### config.mk
export PLATFORM = sky130hd
export DESIGN_NAME = multicycle_sequencer_flat
export DESIGN_NICKNAME = d
export VERILOG_FILES = /design/src/rtl/proc_pkg.sv /design/src/rtl/multicycle_sequencer_if.sv /design/src/rtl/bus_timeout.sv /design/src/rtl/multicycle_sequencer.sv /design/src/flat_wrapper.sv
export SDC_FILE = /design/constraint.sdc
export NUM_CORES = 1
export LEC_CHECK = 0
export BUFFER_PORTS_ARGS = -buffer_cell sky130_fd_sc_hd__buf_2
export CELL_PAD_IN_SITES_DETAIL_PLACEMENT = 1
export CELL_PAD_IN_SITES_GLOBAL_PLACEMENT = 2
export CORE_MARGIN = 2
export CORE_UTILIZATION = 26
export DETAILED_ROUTE_END_ITERATION = 7
export HOLD_SLACK_MARGIN = 0.1
export PLACE_DENSITY = 0.84
export SETUP_SLACK_MARGIN = 0.4
export SLEW_MARGIN = 10
export SYNTH_ARGS = -nofsm -noshare
export SYNTH_HDL_FRONTEND = slang
export SYNTH_SLANG_ARGS = --single-unit
export TNS_END_PERCENT = 50
### constraint.sdc
create_clock -name CLK -period 2.95 [get_ports CLK]
set_input_delay 0.7375 -clock CLK [delete_from_list [all_inputs] [get_ports CLK]]
set_output_delay 0.7375 -clock CLK [all_outputs]
set_load 0.02 [all_outputs]
### src/rtl/proc_pkg.sv
// proc_pkg: shared definitions for the multicycle sequencer.
//   - 3-bit state encodings and the typed state enum built from them
//   - RV32 major opcode constants
//   - is_known_op(): true for the opcodes the sequencer recognises
package proc_pkg;

  localparam logic [2:0] ST_FETCH  = 3'd0;
  localparam logic [2:0] ST_DECODE = 3'd1;
  localparam logic [2:0] ST_EXEC   = 3'd2;
  localparam logic [2:0] ST_MEM    = 3'd3;
  localparam logic [2:0] ST_WB     = 3'd4;
  localparam logic [2:0] ST_ERR    = 3'd5;

  typedef enum logic [2:0] {
    StFetch  = ST_FETCH,
    StDecode = ST_DECODE,
    StExec   = ST_EXEC,
    StMem    = ST_MEM,
    StWb     = ST_WB,
    StErr    = ST_ERR
  } state_e;

  localparam logic [6:0] OP_R      = 7'b0110011;
  localparam logic [6:0] OP_I      = 7'b0010011;
  localparam logic [6:0] OP_LOAD   = 7'b0000011;
  localparam logic [6:0] OP_STORE  = 7'b0100011;
  localparam logic [6:0] OP_BRANCH = 7'b1100011;
  localparam logic [6:0] OP_JAL    = 7'b1101111;
  localparam logic [6:0] OP_JALR   = 7'b1100111;

  function automatic logic is_known_op(input logic [6:0] op);
    logic known;
    case (op)
      OP_R, OP_I, OP_LOAD, OP_STORE, OP_BRANCH, OP_JAL, OP_JALR: known = 1'b1;
      default:                                                    known = 1'b0;
    endcase
    return known;
  endfunction

endpackage

### src/rtl/multicycle_sequencer_if.sv
// multicycle_sequencer_if: instruction/data memory handshake bundle.
//   IMEM_REQ  sequencer -> imem  fetch request, held until IMEM_ACK
//   IMEM_ACK  imem -> sequencer  fetch acknowledge (honoured only while IMEM_REQ=1)
//   DMEM_REQ  sequencer -> dmem  data access request, held until DMEM_ACK
//   DMEM_WE   sequencer -> dmem  1 = store, 0 = load (valid with DMEM_REQ)
//   DMEM_ACK  dmem -> sequencer  data acknowledge (honoured only while DMEM_REQ=1)
// master: the sequencer side; slave: the memory side.
interface multicycle_sequencer_if;

  logic IMEM_REQ;
  logic IMEM_ACK;
  logic DMEM_REQ;
  logic DMEM_WE;
  logic DMEM_ACK;

  modport master (
    output IMEM_REQ,
    output DMEM_REQ,
    output DMEM_WE,
    input  IMEM_ACK,
    input  DMEM_ACK
  );

  modport slave (
    input  IMEM_REQ,
    input  DMEM_REQ,
    input  DMEM_WE,
    output IMEM_ACK,
    output DMEM_ACK
  );

endinterface

### src/rtl/bus_timeout.sv
// bus_timeout: counts consecutive cycles in which a bus request is pending without
// acknowledge and flags expiry on the cycle the count would reach TIMEOUT_CYC.
// Only built with BUS_TIMEOUT_EN defined (the sequencer instantiates it only then).
//   i_clk      clock, rising edge
//   i_rst      synchronous active-high reset
//   i_start    first cycle of a waiting state: count restarts from zero
//   i_busy     request is asserted this cycle
//   i_ack      acknowledge this cycle (wins over expiry)
//   o_expired  this is the TIMEOUT_CYC-th consecutive unacknowledged cycle
`ifdef BUS_TIMEOUT_EN
module bus_timeout #(
  parameter int unsigned TIMEOUT_CYC = 15
) (
  input  logic i_clk,
  input  logic i_rst,
  input  logic i_start,
  input  logic i_busy,
  input  logic i_ack,
  output logic o_expired
);

  localparam logic [7:0] LastWait = 8'(TIMEOUT_CYC - 1);

  logic [7:0] r_cnt;
  logic [7:0] w_cnt_eff;
  logic       w_waiting;

  // Entering a state discards any count left over from an earlier wait.
  assign w_cnt_eff = i_start ? 8'd0 : r_cnt;
  assign w_waiting = i_busy & ~i_ack;
  assign o_expired = w_waiting & (w_cnt_eff == LastWait);

  always_ff @(posedge i_clk) begin
    if (i_rst) begin
      r_cnt <= 8'd0;
    end else if (w_waiting) begin
      r_cnt <= w_cnt_eff + 8'd1;
    end else begin
      r_cnt <= 8'd0;
    end
  end

endmodule
`endif

### src/rtl/multicycle_sequencer.sv
// multicycle_sequencer: FETCH/DECODE/EXEC/MEM/WB control sequencer for a multicycle core.
// Optional feature: define BUS_TIMEOUT_EN to add the bus-wait watchdog (ERR state,
// sticky BUS_ERR). Without it waits are unbounded and BUS_ERR is tied low.
// Ports:
//   CLK, RST          clock, synchronous active-high reset
//   opcode            instruction-register opcode field
//   WE_Data_in        control unit: instruction stores to data memory
//   RE_Data_in        control unit: instruction loads from data memory
//   WE_Regs_in        control unit: instruction writes the register file
//   bus               memory handshake (master side)
//   IR_EN, MDR_EN     instruction-register load, load-data latch (1-cycle pulses)
//   PC_EN, WE_Regs    PC update, register-file write (1-cycle pulses)
//   INSTRET           retired-instruction count, +1 per PC_EN, wraps at 16 bits
//   BUS_ERR           sticky bus error
module multicycle_sequencer
  import proc_pkg::*;
#(
  parameter int unsigned TIMEOUT_CYC = 15
) (
  input  logic                          CLK,
  input  logic                          RST,
  input  logic [6:0]                    opcode,
  input  logic                          WE_Data_in,
  input  logic                          RE_Data_in,
  input  logic                          WE_Regs_in,
  multicycle_sequencer_if.master        bus,
  output logic                          IR_EN,
  output logic                          MDR_EN,
  output logic                          PC_EN,
  output logic                          WE_Regs,
  output logic [15:0]                   INSTRET,
  output logic                          BUS_ERR
);

  state_e      r_state;
  state_e      w_state_next;
  logic [15:0] r_instret;

  logic w_op_known;
  logic w_we_data;
  logic w_re_data;
  logic w_we_regs_in;
  logic w_expired;

  logic w_imem_req;
  logic w_dmem_req;
  logic w_dmem_we;
  logic w_ir_en;
  logic w_mdr_en;
  logic w_pc_en;
  logic w_we_regs;

  // Strobes from an unrecognised opcode are discarded so it always sequences as a no-op.
  assign w_op_known   = is_known_op(opcode);
  assign w_we_data    = WE_Data_in & w_op_known;
  assign w_re_data    = RE_Data_in & w_op_known;
  assign w_we_regs_in = WE_Regs_in & w_op_known;

  // ---------------------------------------------------------------------------
  // State register
  // ---------------------------------------------------------------------------
  always_ff @(posedge CLK) begin
    if (RST) begin
      r_state <= StFetch;
    end else begin
      r_state <= w_state_next;
    end
  end

  // ---------------------------------------------------------------------------
  // Next state and raw (pre-reset-gating) outputs
  // ---------------------------------------------------------------------------
  always_comb begin
    w_state_next = r_state;
    w_imem_req   = 1'b0;
    w_dmem_req   = 1'b0;
    w_dmem_we    = 1'b0;
    w_ir_en      = 1'b0;
    w_mdr_en     = 1'b0;
    w_pc_en      = 1'b0;
    w_we_regs    = 1'b0;

    unique case (r_state)
      StFetch: begin
        w_imem_req = 1'b1;
        if (bus.IMEM_ACK) begin
          w_ir_en      = 1'b1;
          w_state_next = StDecode;
        end else if (w_expired) begin
          w_state_next = StErr;
        end
      end

      StDecode: begin
        w_state_next = StExec;
      end

      StExec: begin
        if (w_we_data | w_re_data) begin
          w_state_next = StMem;
        end else if (w_we_regs_in) begin
          w_state_next = StWb;
        end else begin
          w_pc_en      = 1'b1;
          w_state_next = StFetch;
        end
      end

      StMem: begin
        w_dmem_req = 1'b1;
        w_dmem_we  = w_we_data;
        if (bus.DMEM_ACK) begin
          if (w_re_data) begin
            w_mdr_en     = 1'b1;
            w_state_next = StWb;
          end else begin
            w_pc_en      = 1'b1;
            w_state_next = StFetch;
          end
        end else if (w_expired) begin
          w_state_next = StErr;
        end
      end

      StWb: begin
        w_we_regs    = 1'b1;
        w_pc_en      = 1'b1;
        w_state_next = StFetch;
      end

      // Terminal: only RST leaves ERR; all requests and enables stay low.
      StErr: begin
        w_state_next = StErr;
      end

      default: begin
        w_state_next = StFetch;
      end
    endcase
  end

  // Reset masks every request/enable immediately, even mid-wait.
  assign bus.IMEM_REQ = w_imem_req & ~RST;
  assign bus.DMEM_REQ = w_dmem_req & ~RST;
  assign bus.DMEM_WE  = w_dmem_we  & ~RST;
  assign IR_EN        = w_ir_en    & ~RST;
  assign MDR_EN       = w_mdr_en   & ~RST;
  assign PC_EN        = w_pc_en    & ~RST;
  assign WE_Regs      = w_we_regs  & ~RST;

  // ---------------------------------------------------------------------------
  // Retired-instruction counter (natural 16-bit wrap)
  // ---------------------------------------------------------------------------
  always_ff @(posedge CLK) begin
    if (RST) begin
      r_instret <= 16'd0;
    end else if (w_pc_en) begin
      r_instret <= r_instret + 16'd1;
    end
  end

  assign INSTRET = r_instret;

  // ---------------------------------------------------------------------------
  // Optional bus watchdog
  // ---------------------------------------------------------------------------
`ifdef BUS_TIMEOUT_EN
  logic r_entry;
  logic r_bus_err;
  logic w_busy;
  logic w_ack;

  assign w_busy = (r_state == StFetch) | (r_state == StMem);
  assign w_ack  = (r_state == StFetch) ? bus.IMEM_ACK : bus.DMEM_ACK;

  // High in the first cycle spent in any state.
  always_ff @(posedge CLK) begin
    if (RST) begin
      r_entry <= 1'b1;
    end else begin
      r_entry <= (w_state_next != r_state);
    end
  end

  bus_timeout #(
    .TIMEOUT_CYC (TIMEOUT_CYC)
  ) u_bus_timeout (
    .i_clk     (CLK),
    .i_rst     (RST),
    .i_start   (r_entry),
    .i_busy    (w_busy),
    .i_ack     (w_ack),
    .o_expired (w_expired)
  );

  always_ff @(posedge CLK) begin
    if (RST) begin
      r_bus_err <= 1'b0;
    end else if (w_state_next == StErr) begin
      r_bus_err <= 1'b1;
    end
  end

  assign BUS_ERR = r_bus_err;
`else
  logic w_unused_timeout;

  assign w_expired        = 1'b0;
  assign BUS_ERR          = 1'b0;
  assign w_unused_timeout = ^8'(TIMEOUT_CYC);
`endif

endmodule

### src/flat_wrapper.sv
// flat-port wrapper written by rule: the top's interface ports become plain ports
module multicycle_sequencer_flat import proc_pkg::*;
#(
  parameter int unsigned TIMEOUT_CYC = 15
)
  (CLK, RST, opcode, WE_Data_in, RE_Data_in, WE_Regs_in, IR_EN, MDR_EN, PC_EN, WE_Regs, INSTRET, BUS_ERR, bus_IMEM_REQ, bus_DMEM_REQ, bus_DMEM_WE, bus_IMEM_ACK, bus_DMEM_ACK);
  multicycle_sequencer_if bus_i ();
  input  logic CLK;
  input  logic RST;
  input  logic [6:0] opcode;
  input  logic WE_Data_in;
  input  logic RE_Data_in;
  input  logic WE_Regs_in;
  output logic IR_EN;
  output logic MDR_EN;
  output logic PC_EN;
  output logic WE_Regs;
  output logic [15:0] INSTRET;
  output logic BUS_ERR;
  output wire logic [$bits(bus_i.IMEM_REQ)-1:0] bus_IMEM_REQ;
  output wire logic [$bits(bus_i.DMEM_REQ)-1:0] bus_DMEM_REQ;
  output wire logic [$bits(bus_i.DMEM_WE)-1:0] bus_DMEM_WE;
  input wire logic [$bits(bus_i.IMEM_ACK)-1:0] bus_IMEM_ACK;
  input wire logic [$bits(bus_i.DMEM_ACK)-1:0] bus_DMEM_ACK;
  assign bus_IMEM_REQ = bus_i.IMEM_REQ;
  assign bus_DMEM_REQ = bus_i.DMEM_REQ;
  assign bus_DMEM_WE = bus_i.DMEM_WE;
  assign bus_i.IMEM_ACK = bus_IMEM_ACK;
  assign bus_i.DMEM_ACK = bus_DMEM_ACK;
  multicycle_sequencer #(.TIMEOUT_CYC(TIMEOUT_CYC)) u_core (.CLK(CLK), .RST(RST), .opcode(opcode), .WE_Data_in(WE_Data_in), .RE_Data_in(RE_Data_in), .WE_Regs_in(WE_Regs_in), .bus(bus_i), .IR_EN(IR_EN), .MDR_EN(MDR_EN), .PC_EN(PC_EN), .WE_Regs(WE_Regs), .INSTRET(INSTRET), .BUS_ERR(BUS_ERR));
endmodule
# Word level (Yosys, flattened, before mapping)
# Cells that the tools add are included.
# op_classes
n_addsub	1
n_mul	0
reduce_logical	3
mux	21
bitwise	12
n_lt_le_gt_ge	0
n_eq_ne	14
shift	0
div_mod_pow	0
# ops
operator	count
== test 7 bit, second input constant	3
adder 16 x 1 -> 16 bit, second input constant	1
2-to-1 mux 3 bit	5
one-hot mux 3 bit (5 select lines)	1
== test 7 x 6 -> 1 bit, second input constant	2
2-to-1 mux 1 bit	14
AND 1 bit	10
== test 7 x 2 -> 1 bit, second input constant	1
== test 7 x 5 -> 1 bit, second input constant	1
OR reduction 7 bit	1
== test 3 x 2 -> 1 bit, second input constant	2
== test 3 bit, second input constant	2
inequality test 2 bit, second input constant	2
== test 3 x 1 -> 1 bit, second input constant	1
zero test 3 bit	1
one-hot mux 1 bit (3 select lines)	1
AND reduction 2 bit	1
inverter 1 bit	1
bitwise OR 1 bit	1
# totals
ramBits	0
latch_bits	0
in_bits	14
wordCells	53
ff_bits	19
n_memories	0
romBits	0

# Logic depth before layout (Yosys ltp)
# depth
word_depth	8
depth_mapped	8

# Worst setup path after synthesis
# Ideal clock, no wire load.
# synth_path
path_type	in2out
start	input port opcode[3]
end	output port PC_EN
path_buffers	2
path_slack_ns	0.095
cell_stages	6
arrival_ns	2.117
cell_sequence	or2_2 -> a221oi_1 -> o211a_2 -> buf_2 -> buf_4 -> nor2_1
# synth_via
elab_chain_len	8
word_cells_on_any_way	19
classes_between	eq/ne (7); mux (6); bitwise (5); reduce/logical (1)
# synth_rtl
element	line	text
from (decl)	flat_wrapper.sv:10	input logic [6:0] opcode;
== test 7 x 6 -> 1 bit, or another cell as far along	proc_pkg.sv:33	case (op)
OR reduction 7 bit *	proc_pkg.sv:33	
2-to-1 mux 1 bit *	proc_pkg.sv:33	
AND 1 bit (on tied branches)	multicycle_sequencer.sv:56, multicycle_sequencer.sv:55, multicycle_sequencer.sv:57	
2-to-1 mux 1 bit, or another cell as far along	multicycle_sequencer.sv:113	if (w_re_data) begin
2-to-1 mux 1 bit (on tied branches)	multicycle_sequencer.sv:112, multicycle_sequencer.sv:99	
one-hot mux 1 bit (3 select lines) *	multicycle_sequencer.sv:83	unique case (r_state)
AND 1 bit *	multicycle_sequencer.sv:148	assign PC_EN = w_pc_en & ~RST;
to (decl)	flat_wrapper.sv:16	output logic PC_EN;
# Every way passes the cells marked *; elsewhere a longest branch is shown, timed or not.

# Worst setup path after layout
# layout_path
start	input port WE_Data_in
end	output port PC_EN
# layout_via
elab_chain_len	5
# layout_rtl
element	line	text
from (decl)	flat_wrapper.sv:11	input logic WE_Data_in;
AND 1 bit	multicycle_sequencer.sv:55	assign w_we_data = WE_Data_in & w_op_known;
bitwise OR 1 bit	multicycle_sequencer.sv:99	if (w_we_data | w_re_data) begin
2-to-1 mux 1 bit	multicycle_sequencer.sv:99	
one-hot mux 1 bit (3 select lines)	multicycle_sequencer.sv:83	
AND 1 bit	multicycle_sequencer.sv:148	
# No other way between the ends.

==> flow_summary.json <==
{
  "ys_seq_area_share_pct": 35.1,
  "slew_violations": 0,
  "synth_area_leader_cell": "dfxtp_1",
  "p_int_mw": 0.382,
  "drt-total-wl_mm": 3.23,
  "fin_crit_sh_pct": 85.8,
  "postRouteAntennaNets": 0,
  "vias_per_cell": 5.19,
  "p_seq_share_pct": 50.9,
  "synthTopCellsByArea": "dfxtp_1 (35%), a21oi_1 (6.9%), or3_1 (5.2%), o21ai_0 (5.1%), nor2_1 (4.2%)",
  "final_nets": 191,
  "hold_path.class": "flop to flop",
  "die_area_mm2": 0.00471,
  "cts_tree": "done",
  "path_clk_slew_ps": 80,
  "synth_common_cells": "dfxtp_1 (19), a21oi_1 (15), nor2_1 (12)",
  "setup_viol": 0,
  "crit_top_cell": "buf_6",
  "dr.pass1.iters": 4,
  "critPathArrivalTime_ps": 1790,
  "synth_cells": 140,
  "async_flop_share_pct": 0,
  "root_buffer": "clkbuf_8",
  "powerDensity_mw_per_mm2": 374,
  "leakagePower_nw": 0.570,
  "io_buffers": 36,
  "dp_cells": 219,
  "fmax_mhz": 395,
  "dpl_cell_area_mm2": 0.00132,
  "dieWidth_um": 68.6,
  "ctsLongestPathBuffers": 2,
  "yosysWarnings": 0,
  "drc": 0,
  "worst-setup-path-type": "primary input to primary output",
  "vdd_drop_max_mv": 0.176,
  "swShare_pct": 27.0,
  "h-tree-depth": 1,
  "switchingPower_mw": 0.141,
  "io_pins": 38,
  "hold_violations": 0,
  "path_delay_family": "compound AO/OA/AOI/OAI gates",
  "std_cell_rows": 23,
  "required_ps": 2210,
  "min_path_cells": 2,
  "crit_chain": "buf_6 -> or3_1 -> a211o_1 -> o211a_4 -> nor2_4 -> buf_6",
  "synth.most_common_cell": "dfxtp_1",
  "outcome": "finished clean",
  "fin_skew_ps": 3.55,
  "grt_max_degree": 30,
  "grt_pass1_vias": 1187,
  "grtUsageTotal_pct": 14.6,
  "finalCriticalPeriod_ps": 2530,
  "core_region_area_mm2": 0.00400,
  "rr_worst_depth": 6,
  "ys_ff_latch": 19,
  "cp_slowest_stage_delay_ps": 330,
  "p_clk_share_pct": 36.3,
  "max_cap_viol_count": 0,
  "drt_iter0_drc": 23,
  "cp_slowest_cell": "or3_1",
  "grt.overflow.total": 0,
  "ys_types": 38,
  "wl_per_cell_um": 14.4,
  "setup_ws_ps": 418,
  "dpl.hpwl_mm": 2.35,
  "synth.avg_cell_area_um2": 7.75,
  "pre_cts_ws_ps": 287,
  "initial_core_util_pct": 27.1,
  "setup_tns_ps": 0,
  "numCtsBuffers": 3,
  "synth_ff_type": "dfxtp_1",
  "place.gp.congestion": 0.769,
  "cp-end-kind": "primary output",
  "synth-edff-count": 0,
  "worst_skew_pair.late_latency_ps": 260,
  "utilization_pct": 35.0,
  "syn_nets": 155,
  "synthToLayoutAreaGrowth_pct": 29.0,
  "cp_num_buf_inv": 2,
  "antenna_found_initial": 0,
  "final_area_mm2": 0.00140,
  "rsz0062_at_grt": "yes",
  "drive_gt1_share_pct": 28.0,
  "vias": 1167,
  "cp.depth": 6,
  "diodes": 0,
  "clkSinkCount": 19,
  "grt_pass1_wl_mm": 5.24,
  "start_kind": "primary input",
  "combPwrFrac_pct": 12.8,
  "synth_top_area_share_pct": 35.1,
  "cp_max_fo": 2,
  "instances_no_fill": 225,
  "die_h_um": 68.6,
  "hold_buffers": 0,
  "synth_area_mm2": 0.00108,
  "fillers": 498
}
==> cell families after synthesis <==
group / count (synthesis) / synth area share [%]
other: 1 / 0.346
xor gates and xnor gates: 2 / 1.62
AOI/OAI and AO/OA: 39 / 21.7
muxes: 2 / 1.96
adders and majority gates: 1 / 1.15
DFF: 19 / 35.1
buffers and inverters: 11 / 5.54
and+or+nand+nor: 65 / 32.6
==> final cells by class <==
type | count | area (um^2) | area share, %
Clock buffer | 3 | 41.3 | 2.95
Clock inverter | 1 | 5.00 | 0.358
Inverter | 2 | 7.51 | 0.537
Multi-Input combinational cell | 110 | 679 | 48.6
Sequential cell | 19 | 380 | 27.2
Tap cell | 50 | 62.6 | 4.47
Timing Repair Buffer | 40 | 223 | 15.9
==> worst paths after layout <==
kind / startpoint / endpoint / slack (ps)
worst max-delay path: WE_Data_in / PC_EN / 420
worst min-delay path: u_core.INSTRET[15] / u_core.INSTRET[15] / 500
worst max register to register: u_core.r_state[0] / u_core.INSTRET[9] / 650
worst min register to register: u_core.INSTRET[15] / u_core.INSTRET[15] / 500
==> metrics by stage <==
| stage | hold slack, ps | power (mW) |
|---|---|---|
| 6_report | 496 | 0.523 |
| 2_1_floorplan | 551 | 0.318 |
| 3_5_place_dp | 491 | 0.337 |
| 5_1_grt | 521 | 0.547 |
| 3_3_place_gp | 465 | 0.333 |
| 4_1_cts | 502 | 0.530 |
==> state kept, by name (all words and copies together), names as in the netlist <==
| signal | cells |
|---|---|
| u_core.INSTRET | 16 |
| u_core.r_state | 3 |
==> power by group through the flow <==
stage	Clock [mW]	Combinational, mW	Sequential (mW)
after floorplan	0	0.0472	0.270
after global placement	0	0.0614	0.272
after detailed placement	0	0.0641	0.273
after CTS	0.195	0.0681	0.266
after global routing	0.205	0.0744	0.267
final	0.190	0.0671	0.267
==> per-layer routing <==
layer | wire length [um] | track usage (%) | part of all wire, % | vias up
met1 | 1340 | 16.8 | 41 | 566
met3 | 111 | 2.44 | 3.4 | 4
met4 | 31 | 5.25 | 0.96 | 0
li1 | - | - | - | 579
met2 | 1750 | 26.8 | 54 | 18
met5 | 0 | 0 | 0 | -
==> worst min-delay path, delay by kind of cell, from the launching register on <==
family | cells | cell delay (ps)
AO/OA/AOI/OAI | 2 | 130
flip-flops | 1 | 330
==> cell usage in the layout, fill, tap and decap left out, types with 2 or more instances in the layout <==
| cell type | netlist | final |
|---|---|---|
| nor2b_1 | 4 | 4 |
| nand2_1 | 9 | 9 |
| nor2_1 | 12 | 11 |
| clkbuf_8 | 0 | 3 |
| or4_1 | 5 | 5 |
| buf_6 | 1 | 2 |
| a211o_1 | 2 | 2 |
| inv_1 | 2 | 2 |
| and2_1 | 2 | 2 |
| buf_2 | 3 | 34 |
| o31ai_1 | 5 | 5 |
| nand3_1 | 7 | 7 |
| dfxtp_1 | 19 | 19 |
| a21oi_1 | 15 | 15 |
| nand2b_1 | 4 | 4 |
| or3_1 | 9 | 9 |
| and3_1 | 6 | 6 |
| buf_4 | 2 | 4 |
| o21ai_0 | 11 | 11 |
| nor3_1 | 2 | 2 |
==> repair_timing <==
item	in CTS	in global routing
endpoints found under the setup margin	3	2
buffers inserted	2	0
gates resized for setup	4	0
gates cloned	0	0
pin swaps	5	2
(Power assumes the default switching activity.)
